File: src/rtl/spi_flash_responder.sv
// spi_flash_responder: mode-0 SPI target that behaves like a small serial NOR
// flash. The SPI pins are oversampled on clk_i. The block answers Read, Page
// Program, Read ID, Read Status, Write Enable and Write Disable.
module spi_flash_responder #(
  parameter int unsigned MemBytes = 256,
  parameter logic [23:0] JedecId  = 24'hEF4018
) (
  input  logic       clk_i,
  input  logic       rst_i,
  input  logic       spi_sck_i,
  input  logic       spi_cs_ni,
  input  logic       spi_copi_i,
  output logic       spi_cipo_o,
  output logic       spi_cipo_en_o,
  output logic [7:0] cmd_o,
  output logic       cmd_valid_o,
  output logic       wel_o
);
  localparam int unsigned AW = $clog2(MemBytes);
  localparam logic [AW-1:0] PTR_ONE = AW'(1);

  typedef enum logic [2:0] {
    IDLE   = 3'd0,
    CMD    = 3'd1,
    ADDR   = 3'd2,
    READ   = 3'd3,
    PROG   = 3'd4,
    RESP   = 3'd5,
    IGNORE = 3'd6
  } state_t;

  // Change to the write-enable latch that is applied when CS_N rises.
  typedef enum logic [1:0] {
    WEL_KEEP = 2'd0,
    WEL_SET  = 2'd1,
    WEL_CLR  = 2'd2
  } wel_act_t;

  state_t        state_r, state_next;
  wel_act_t      wel_act_r;
  logic [2:0]    sck_sync_r, cs_sync_r;
  logic [1:0]    copi_sync_r;
  logic [2:0]    bit_cnt_r;
  logic [6:0]    shift_r;
  logic [1:0]    addr_cnt_r;
  logic [AW-2:0] addr_r;
  logic [AW-1:0] ptr_r;
  logic [7:0]    pending_r, out_sr_r, cmd_r;
  logic          load_r, fetch_r, cmd_valid_r, wel_r, cipo_r, cipo_en_r;
  logic [1:0]    id_idx_r;
  logic [7:0]    mem [MemBytes];

  logic          sck_rise_s, sck_fall_s, cs_fall_s, cs_rise_s, copi_s;
  logic          byte_done_s, mem_we_s, drive_s;
  logic [7:0]    rx_byte_s, status_s;

  // This function returns one byte of the Read ID sequence. Bytes past the third are zero.
  function automatic logic [7:0] id_byte(input logic [1:0] idx);
    logic [7:0] b;
    case (idx)
      2'd0:    b = JedecId[23:16];
      2'd1:    b = JedecId[15:8];
      2'd2:    b = JedecId[7:0];
      default: b = 8'h00;
    endcase
    return b;
  endfunction

  // A CS_N rise in the same synchronised cycle masks any SCK edge.
  assign cs_fall_s   = ~cs_sync_r[1] & cs_sync_r[2];
  assign cs_rise_s   = cs_sync_r[1] & ~cs_sync_r[2];
  assign sck_rise_s  = ~cs_sync_r[1] & sck_sync_r[1] & ~sck_sync_r[2];
  assign sck_fall_s  = ~cs_sync_r[1] & ~sck_sync_r[1] & sck_sync_r[2];
  assign copi_s      = copi_sync_r[1];
  assign byte_done_s = sck_rise_s & (bit_cnt_r == 3'd7);
  assign rx_byte_s   = {shift_r, copi_s};
  assign status_s    = {6'b000000, wel_r, 1'b0};
  assign mem_we_s    = byte_done_s & (state_r == PROG);
  assign drive_s     = (state_r == READ) || (state_r == RESP);

  assign spi_cipo_o    = cipo_r;
  assign spi_cipo_en_o = cipo_en_r;
  assign cmd_o         = cmd_r;
  assign cmd_valid_o   = cmd_valid_r;
  assign wel_o         = wel_r;

  // State register.
  always_ff @(posedge clk_i or posedge rst_i) begin
    if (rst_i) begin
      state_r <= IDLE;
    end else begin
      state_r <= state_next;
    end
  end

  // Next-state logic: open on CS_N fall, dispatch on opcode, close on CS_N rise.
  always_comb begin
    state_next = state_r;
    if (cs_rise_s) begin
      state_next = IDLE;
    end else begin
      case (state_r)
        IDLE: begin
          if (cs_fall_s) state_next = CMD;
          else           state_next = IDLE;
        end
        CMD: begin
          if (byte_done_s) begin
            case (rx_byte_s)
              8'h03:        state_next = ADDR;
              8'h02:        state_next = wel_r ? ADDR : IGNORE;
              8'h9F, 8'h05: state_next = RESP;
              default:      state_next = IGNORE;
            endcase
          end else begin
            state_next = CMD;
          end
        end
        ADDR: begin
          if (byte_done_s && (addr_cnt_r == 2'd2)) state_next = (cmd_r == 8'h03) ? READ : PROG;
          else                                      state_next = ADDR;
        end
        default: state_next = state_r;
      endcase
    end
  end

  // Synchronisers, the bit/byte datapath, response shifting, the WEL latch and the registered outputs.
  always_ff @(posedge clk_i or posedge rst_i) begin
    if (rst_i) begin
      // CS_N sync resets to "selected" so that a release with CS_N low does not look like a fall.
      sck_sync_r  <= 3'b000;
      cs_sync_r   <= 3'b000;
      copi_sync_r <= 2'b00;
      bit_cnt_r   <= 3'd0;
      shift_r     <= 7'd0;
      addr_cnt_r  <= 2'd0;
      addr_r      <= '0;
      ptr_r       <= '0;
      pending_r   <= 8'h00;
      out_sr_r    <= 8'h00;
      load_r      <= 1'b0;
      fetch_r     <= 1'b0;
      id_idx_r    <= 2'd0;
      cmd_r       <= 8'h00;
      cmd_valid_r <= 1'b0;
      wel_r       <= 1'b0;
      wel_act_r   <= WEL_KEEP;
      cipo_r      <= 1'b0;
      cipo_en_r   <= 1'b0;
    end else begin
      sck_sync_r  <= {sck_sync_r[1:0], spi_sck_i};
      cs_sync_r   <= {cs_sync_r[1:0], spi_cs_ni};
      copi_sync_r <= {copi_sync_r[0], spi_copi_i};
      cmd_valid_r <= 1'b0;
      fetch_r     <= 1'b0;
      cipo_en_r   <= drive_s;
      cipo_r      <= drive_s ? out_sr_r[7] : 1'b0;
      if (cs_fall_s) begin
        bit_cnt_r  <= 3'd0;
        shift_r    <= 7'd0;
        addr_cnt_r <= 2'd0;
        out_sr_r   <= 8'h00;
        load_r     <= 1'b0;
        wel_act_r  <= WEL_KEEP;
      end else if (cs_rise_s) begin
        if (wel_act_r == WEL_SET)      wel_r <= 1'b1;
        else if (wel_act_r == WEL_CLR) wel_r <= 1'b0;
        wel_act_r <= WEL_KEEP;
      end else begin
        if (sck_rise_s && (state_r != IDLE)) begin
          bit_cnt_r <= bit_cnt_r + 3'd1;
          shift_r   <= {shift_r[5:0], copi_s};
        end
        if (sck_rise_s && (state_r == ADDR)) begin
          addr_r <= {addr_r[AW-3:0], copi_s};
        end
        if (byte_done_s) begin
          case (state_r)
            CMD: begin
              cmd_r       <= rx_byte_s;
              cmd_valid_r <= 1'b1;
              case (rx_byte_s)
                8'h9F: begin
                  pending_r <= id_byte(2'd0);
                  id_idx_r  <= 2'd1;
                  load_r    <= 1'b1;
                end
                8'h05: begin
                  pending_r <= status_s;
                  load_r    <= 1'b1;
                end
                8'h06:   wel_act_r <= WEL_SET;
                8'h04:   wel_act_r <= WEL_CLR;
                default: wel_act_r <= WEL_KEEP;
              endcase
            end
            ADDR: begin
              addr_cnt_r <= addr_cnt_r + 2'd1;
              if (addr_cnt_r == 2'd2) begin
                ptr_r <= {addr_r, copi_s};
                // Reaching PROG commits the WEL clear even if no data byte follows.
                if (cmd_r == 8'h03) fetch_r   <= 1'b1;
                else                wel_act_r <= WEL_CLR;
              end
            end
            READ: fetch_r <= 1'b1;
            RESP: begin
              if (cmd_r == 8'h9F) begin
                pending_r <= id_byte(id_idx_r);
                if (id_idx_r != 2'd3) id_idx_r <= id_idx_r + 2'd1;
              end else begin
                pending_r <= status_s;
              end
              load_r <= 1'b1;
            end
            PROG:    ptr_r <= ptr_r + PTR_ONE;
            default: load_r <= load_r;
          endcase
        end
        if (fetch_r) begin
          pending_r <= mem[ptr_r];
          ptr_r     <= ptr_r + PTR_ONE;
          load_r    <= 1'b1;
        end
        if (sck_fall_s && drive_s) begin
          if (load_r) begin
            out_sr_r <= pending_r;
            load_r   <= 1'b0;
          end else begin
            out_sr_r <= {out_sr_r[6:0], 1'b0};
          end
        end
      end
    end
  end

  // Page-program write port. The array is intentionally left unreset.
  always_ff @(posedge clk_i) begin
    if (mem_we_s) mem[ptr_r] <= rx_byte_s;
  end
endmodule

File: config.mk
export PLATFORM = sky130hd
export DESIGN_NAME = spi_flash_responder
export DESIGN_NICKNAME = d
export VERILOG_FILES = /design/src/rtl/spi_flash_responder.sv
export SDC_FILE = /design/constraint.sdc
export NUM_CORES = 2
export LEC_CHECK = 0
export CORE_MARGIN = 3
export CORE_UTILIZATION = 50
export CTS_CLUSTER_SIZE = 12
export DETAILED_ROUTE_END_ITERATION = 10
export PLACE_DENSITY = 0.68
export SLEW_MARGIN = 20
export SYNTH_ARGS = -nofsm -noshare
export SYNTH_HDL_FRONTEND = slang
export SYNTH_SLANG_ARGS = --single-unit
File: constraint.sdc
create_clock -name clk_i -period 5.3 [get_ports clk_i]
set_clock_uncertainty 0.1 [all_clocks]
set_input_delay 0.53 -clock clk_i [delete_from_list [all_inputs] [get_ports clk_i]]
set_output_delay 0.53 -clock clk_i [all_outputs]
set_load 0.01 [all_outputs]
=== After elaboration in Yosys (flattened, before gate mapping) ===
Memory sizes are Yosys's and may differ from the RTL's.
Cells that the tools add are included.
W data, S select, Z words.

* Register bits: 72
* Bits in writable memories: 2048
* Output and inout port bits: 12
* Memories: 1

* Add/sub/neg operators: 4
* Equal/unequal tests: 29
* Multiplexer cells: 66
* Bitwise gates (word level): 14
* Reduce and logical (&&, ||, !) cells: 31

{| class="wikitable"
|+ Memory list
! memory !! words !! width !! read ports !! clocked after memory_dff !! write ports !! RTL line !! RTL
|-
| mem || 256 || 8 || 1 || 0 || 1 || 51 || <nowiki>logic [7:0] mem [MemBytes];</nowiki>
|}

{| class="wikitable"
|+ Operators with widths
! kind !! count
|-
| $mux W8 || 10
|-
| $pmux W8 S2 || 3
|-
| $eq A8 B2 Y1 const B || 3
|-
| $eq A8 B3 Y1 const B || 3
|-
| $mux W2 || 12
|-
| $mux W3 || 8
|-
| $pmux W8 S3 || 1
|-
| $mux W1 || 22
|-
| $mux W7 || 3
|-
| $pmux W3 S3 || 2
|-
| $eq A8 B8 Y1 const B || 2
|-
| $reduce_and A5 Y1 || 3
|-
| $reduce_bool A2 Y1 || 7
|-
| $ne A4 B4 Y1 const B || 3
|-
| $reduce_bool A3 Y1 || 4
|-
| $eq A3 B3 Y1 const B || 3
|-
| $reduce_and A3 Y1 || 3
|-
| $add A8 B1 Y8 const B || 1
|-
| $and A1 B1 Y1 || 8
|-
| $pmux W2 S2 || 2
|-
| $reduce_bool A4 Y1 || 2
|-
| $reduce_and A7 Y1 || 1
|-
| $eq A2 B2 Y1 const B || 3
|-
| $eq A3 B2 Y1 const B || 2
|-
| 18 further kinds || 33
|}

=== Logic depth before layout (Yosys ltp) ===
* Word-level depth: 10
* Depth in mapped cells: 13

=== Least setup slack after synthesis ===
Ideal clock, no wire load.

* Kind: flip-flop to flip-flop
* From: register copi_sync_r[1]
* To: register pending_r[0]
* Setup time: 99 ps
* Data arrival time: 4904 ps
* Data required time: 5101 ps
* Setup slack: 196 ps
* Cell stages (with the launch flop): 8
* Path buffers: 1
* Clock period less this slack: 5104 ps
* Cell sequence: dfrtp_1 > nand4bb_1 > a21oi_1 > o21a_1 > o21a_1 > clkbuf_1 > nor2_1 > a311oi_1

* Longest elaborated chain between the ends: 5
* Elaborated cells on any way between the ends: 8
* Classes of those cells: eq/ne: 3; mux: 4; reduce/logical: 1

{| class="wikitable"
|+ Ends and longest elaborated chain
! element !! RTL line !! RTL
|-
| from (decl) || 42 || <nowiki>logic [1:0] copi_sync_r;</nowiki>
|-
| from (signal assigned) || 154 || <nowiki>copi_sync_r <= {copi_sync_r[0], spi_copi_i};</nowiki>
|-
| $eq A8 B3 Y1 or $eq A8 B8 Y1 (tied branches) || 183 || <nowiki>case (rx_byte_s)</nowiki>
|-
| $pmux W8 S2 || 183 ||
|-
| $pmux W8 S2 || 179 || <nowiki>case (state_r)</nowiki>
|-
| $mux W8 || 178 || <nowiki>if (byte_done_s) begin</nowiki>
|-
| $mux W8 || 221 || <nowiki>if (fetch_r) begin</nowiki>
|-
| to (signal assigned) || 185 || <nowiki>pending_r <= id_byte(2'd0);</nowiki>
|-
| to (signal assigned) || 190 || <nowiki>pending_r <= status_s;</nowiki>
|-
| to (signal assigned) || 222 || <nowiki>pending_r <= mem[ptr_r];</nowiki>
|-
| to (decl) || 48 || <nowiki>logic [7:0] pending_r, out_sr_r, cmd_r;</nowiki>
|}

Parallel ways exist; a longest one is shown, timed or not. The select of a mux whose other input is x is not followed.
A chain may end at the register's enable or synchronous reset.

=== Final worst setup path ===
* From: register bit_cnt_r[1]
* To: memory mem[197][4], enable pin

* Longest elaborated chain between the ends: 5

{| class="wikitable"
|+ Ends and longest elaborated chain
! element !! RTL line !! RTL
|-
| from (decl) || 43 || <nowiki>logic [2:0] bit_cnt_r;</nowiki>
|-
| from (signal assigned) || 172 || <nowiki>bit_cnt_r <= bit_cnt_r + 3'd1;</nowiki>
|-
| $eq A3 B3 Y1 || 75 || <nowiki>assign byte_done_s = sck_rise_s & (bit_cnt_r == 3'd7);</nowiki>
|-
| $and A1 B1 Y1 || 75 ||
|-
| $and A1 B1 Y1 || 78 || <nowiki>assign mem_we_s = byte_done_s & (state_r == PROG);</nowiki>
|-
| $mux W1 || 240 || <nowiki>if (mem_we_s) mem[ptr_r] <= rx_byte_s;</nowiki>
|-
| $mux W1 (implied by the code) || 240 ||
|-
| to (decl) || 51 ||
|}

Every way passes these cells.

==> reports/qor.csv <==
stage,metric,value,unit
run_status,status,completed,
global_route,total global routing overflow,0,
critical_path,critical-path maximum fanout,13,
sta,setup TNS,0,ns
power_and_ir_drop,Pwr Density,341,nW/µm²
cts,Worst-Skew Late Latency,0.84,ns
logic_synthesis,"EDFF count, synth",2048,
logic_synthesis,mean post-synth cell area,20.7,µm²
layout,final instance area,93000,µm²
floorplanning,Core Area,164000,µm²
logic_synthesis,Synth Flop Type,edfxtp_1,
global_route,vias in the first global route,42278,
placed_design,dpl cell area,86900,µm²
global_route,pin count of the biggest net entering global routing,213,
sta,Fin. Hold Viols,0,
critical_path,Crit Path Category,register to register,
sta,Final setup viols,0,
critical_path,Setup crit start kind,register,
sta,shortest period the worst path allows,4.46,ns
route,drt total wl,212,mm
cts,post-cts repair resize count,0,
cts,Clock Tree Root,clkbuf_16,
worst_hold_path,Hold Crit Class,input pin to register,
power_and_ir_drop,VDD IR max,348,µV
logic_synthesis,synth top area cells,"edfxtp_1 74%, mux4_2 13%, dfrtp_1 2.2%",
cts,# hold bufs at CTS,1,
layout,"commonest non-fill, non-tap cells in the layout","2,048 x edfxtp_1, 497 x mux4_2, 321 x nor2_1, 270 x buf_4, 211 x clkbuf_16",
critical_path,Critical Path Sink Type,register,
cts,post-CTS setup buffers,0,
logic_synthesis,"FFs w/ async S/R, synth",3.40,%
cts,Num CTS Buffers,208,
layout,area grow syn2layout,12.1,%
layout,Non-Filler Instances,6595,
route,# DRC,0,
floorplanning,# IOs,17,
route,Vias/cell,6.42,
sta,max frequency,224,MHz
sta,Final Slew Violations,0,
critical_path,CP required,5.64,ns
flow_run,max_cap viols,0,
route,DR pass1 iterations,6,
floorplanning,Die Height,413,µm
logic_synthesis,Syn Inst Count,4013,
layout,FILL cells,12007,
placed_design,dpl hpwl,131,mm
cts,H-tree depth,4,
floorplanning,Row Count,148,
sta,relative slew slack,22.0,%
logic_synthesis,Netlist cell types,65,
global_route,initial antenna violation count,6,
floorplanning,Starting Density,50.6,%
cts,Sink Count,2120,
route,wire per inst,32.1,µm
cts,Clock Tree Buf Depth,3,
route,Iteration-0 DRC Markers,5624,
placed_design,Port Buffers,16,
floorplanning,Die X,413,µm
logic_synthesis,synthesized cell area,83000,µm²
sta,setup repair after global routing missed its margin,false,
logic_synthesis,register area share after synthesis,76.3,%
logic_synthesis,Yosys warning count,0,
layout,"commonest non-fill, non-tap cell in the layout",edfxtp_1,
layout,layout cell share with drive strength beyond 1,25.6,%
layout,Layout Nets,4311,
placed_design,RD Place Congestion,0.927,
cts,"Reg clk slew, reported paths",0.06,ns
route,Antenna Nets Post-Route,0,
placed_design,placed cell count,6252,
logic_synthesis,Yosys top cell area share,74.1,%
floorplanning,die area,171000,µm²
global_route,overall routing resource usage,25.0,%
sta,worst-margin pin slew,1.17,ns
power_and_ir_drop,Total Power,0.0317,W
cts,CTS tree,done,
logic_synthesis,Synth area leader,edfxtp_1,
logic_synthesis,Synth Net Count,4035,
sta,final cycle utilization of the critical path,84.2,%
critical_path,"Arr. time, crit path",4.81,ns
layout,Final Util,56.7,%
power_and_ir_drop,Leak,29.9,nW
global_route,first-pass GRT wire length,307,mm
route,via count,42359,
logic_synthesis,#FFs+latches synth,2120,
-- path summary, 6_finish.rpt --
path / start / slack, ns / endpoint / cells past startpoint
hold reg to reg: copi_sync_r[0] / 0.26 / copi_sync_r[1] / 0
max in group asynchronous: rst_i / 4.00 / ptr_r[1] / 3
hold / removal: spi_cs_ni / 0.07 / cs_sync_r[0] / 1
setup reg to reg: bit_cnt_r[1] / 0.84 / mem[197][4] / 7
min in group asynchronous: rst_i / 0.13 / cmd_o[3] / 2
setup / recovery: bit_cnt_r[1] / 0.84 / mem[197][4] / 7
-- layout make-up --
type / count / area (µm²) / area share, %
Timing Repair Buffer: 302 / 2490 / 2.67
Multi-Input combinational cell: 1642 / 18300 / 19.7
Clock buffer: 283 / 5580 / 6.00
Antenna cell: 4 / 10.0 / 0.0108
Clock inverter: 54 / 467 / 0.502
Tap cell: 2175 / 2720 / 2.93
Sequential cell: 2120 / 63300 / 68.1
Inverter: 15 / 56.3 / 0.0605
-- through the flow --
| step | setup slack (ns) | hold WS, ns |
|---|---|---|
| after global placement | 0.973 | 0.245 |
| after floorplan | 0.196 | 0.231 |
| after detailed placement | 0.975 | 0.241 |
| after global routing | 0.824 | 0.0391 |
| final | 0.839 | 0.0670 |
| after CTS | 0.956 | 0.0204 |
-- sequential cells by signal, indices dropped and copies added (netlist names), 7 cells and up --
name and flops:
pending_r 8, cmd_o 8, shift_r 7, addr_r 7
mem 2048, ptr_r 8, out_sr_r 8
-- synthesized netlist by cell type, drive strengths merged (6+ instances only) --
cell type / number
a211o: 8
a211oi: 8
a21oi: 64
a22o: 18
a22oi: 36
a311oi: 6
a31oi: 9
a32oi: 6
a41oi: 6
and2: 10
and3: 7
buf: 154
clkbuf: 82
dfrtp: 72
edfxtp: 2048
ha: 17
inv: 15
mux2: 59
mux2i: 108
mux4: 497
nand2: 103
nand2b: 12
nand3: 61
nand3b: 9
nand4: 8
nor2: 324
nor2b: 15
nor3: 18
nor4: 8
o21ai: 70
o221ai: 20
o22ai: 61
o31ai: 8
or3b: 6
or4: 6
-- per-layer routing --
metal | share of wire, % | GRT usage, % | wire length [µm]
met1 | 39 | 35.5 | 81900
met2 | 47 | 38.5 | 99100
met3 | 10 | 5.69 | 22100
met4 | 4.1 | 9.36 | 8640
met5 | 0 | 0 | 0
-- where the power goes --
group / internal [W] / switching [W]
clock network: 0.00737 / 0.00603
registers: 0.0182 / 0.0000283
logic: 0.0000186 / 0.000101
total: 0.0256 / 0.00616
-- critical path, cell delays in order, from the launching register on --
cell and delay [ns]:
dfrtp_1 0.34, ha_1 0.15, ha_1 0.17, nand4bb_1 0.30
nor2_2 0.87, nand3_2 1.00, buf_4 0.48, nor2_1 0.63
-- logic make-up after synthesis --
group	share of synthesized area (%)
buf+inv	1.72
flops	76.3
compound gates	2.83
fa+ha+maj	0.256
mux	15.6
simple gates	3.29
Note: power is estimated with default switching activity, not from simulation.
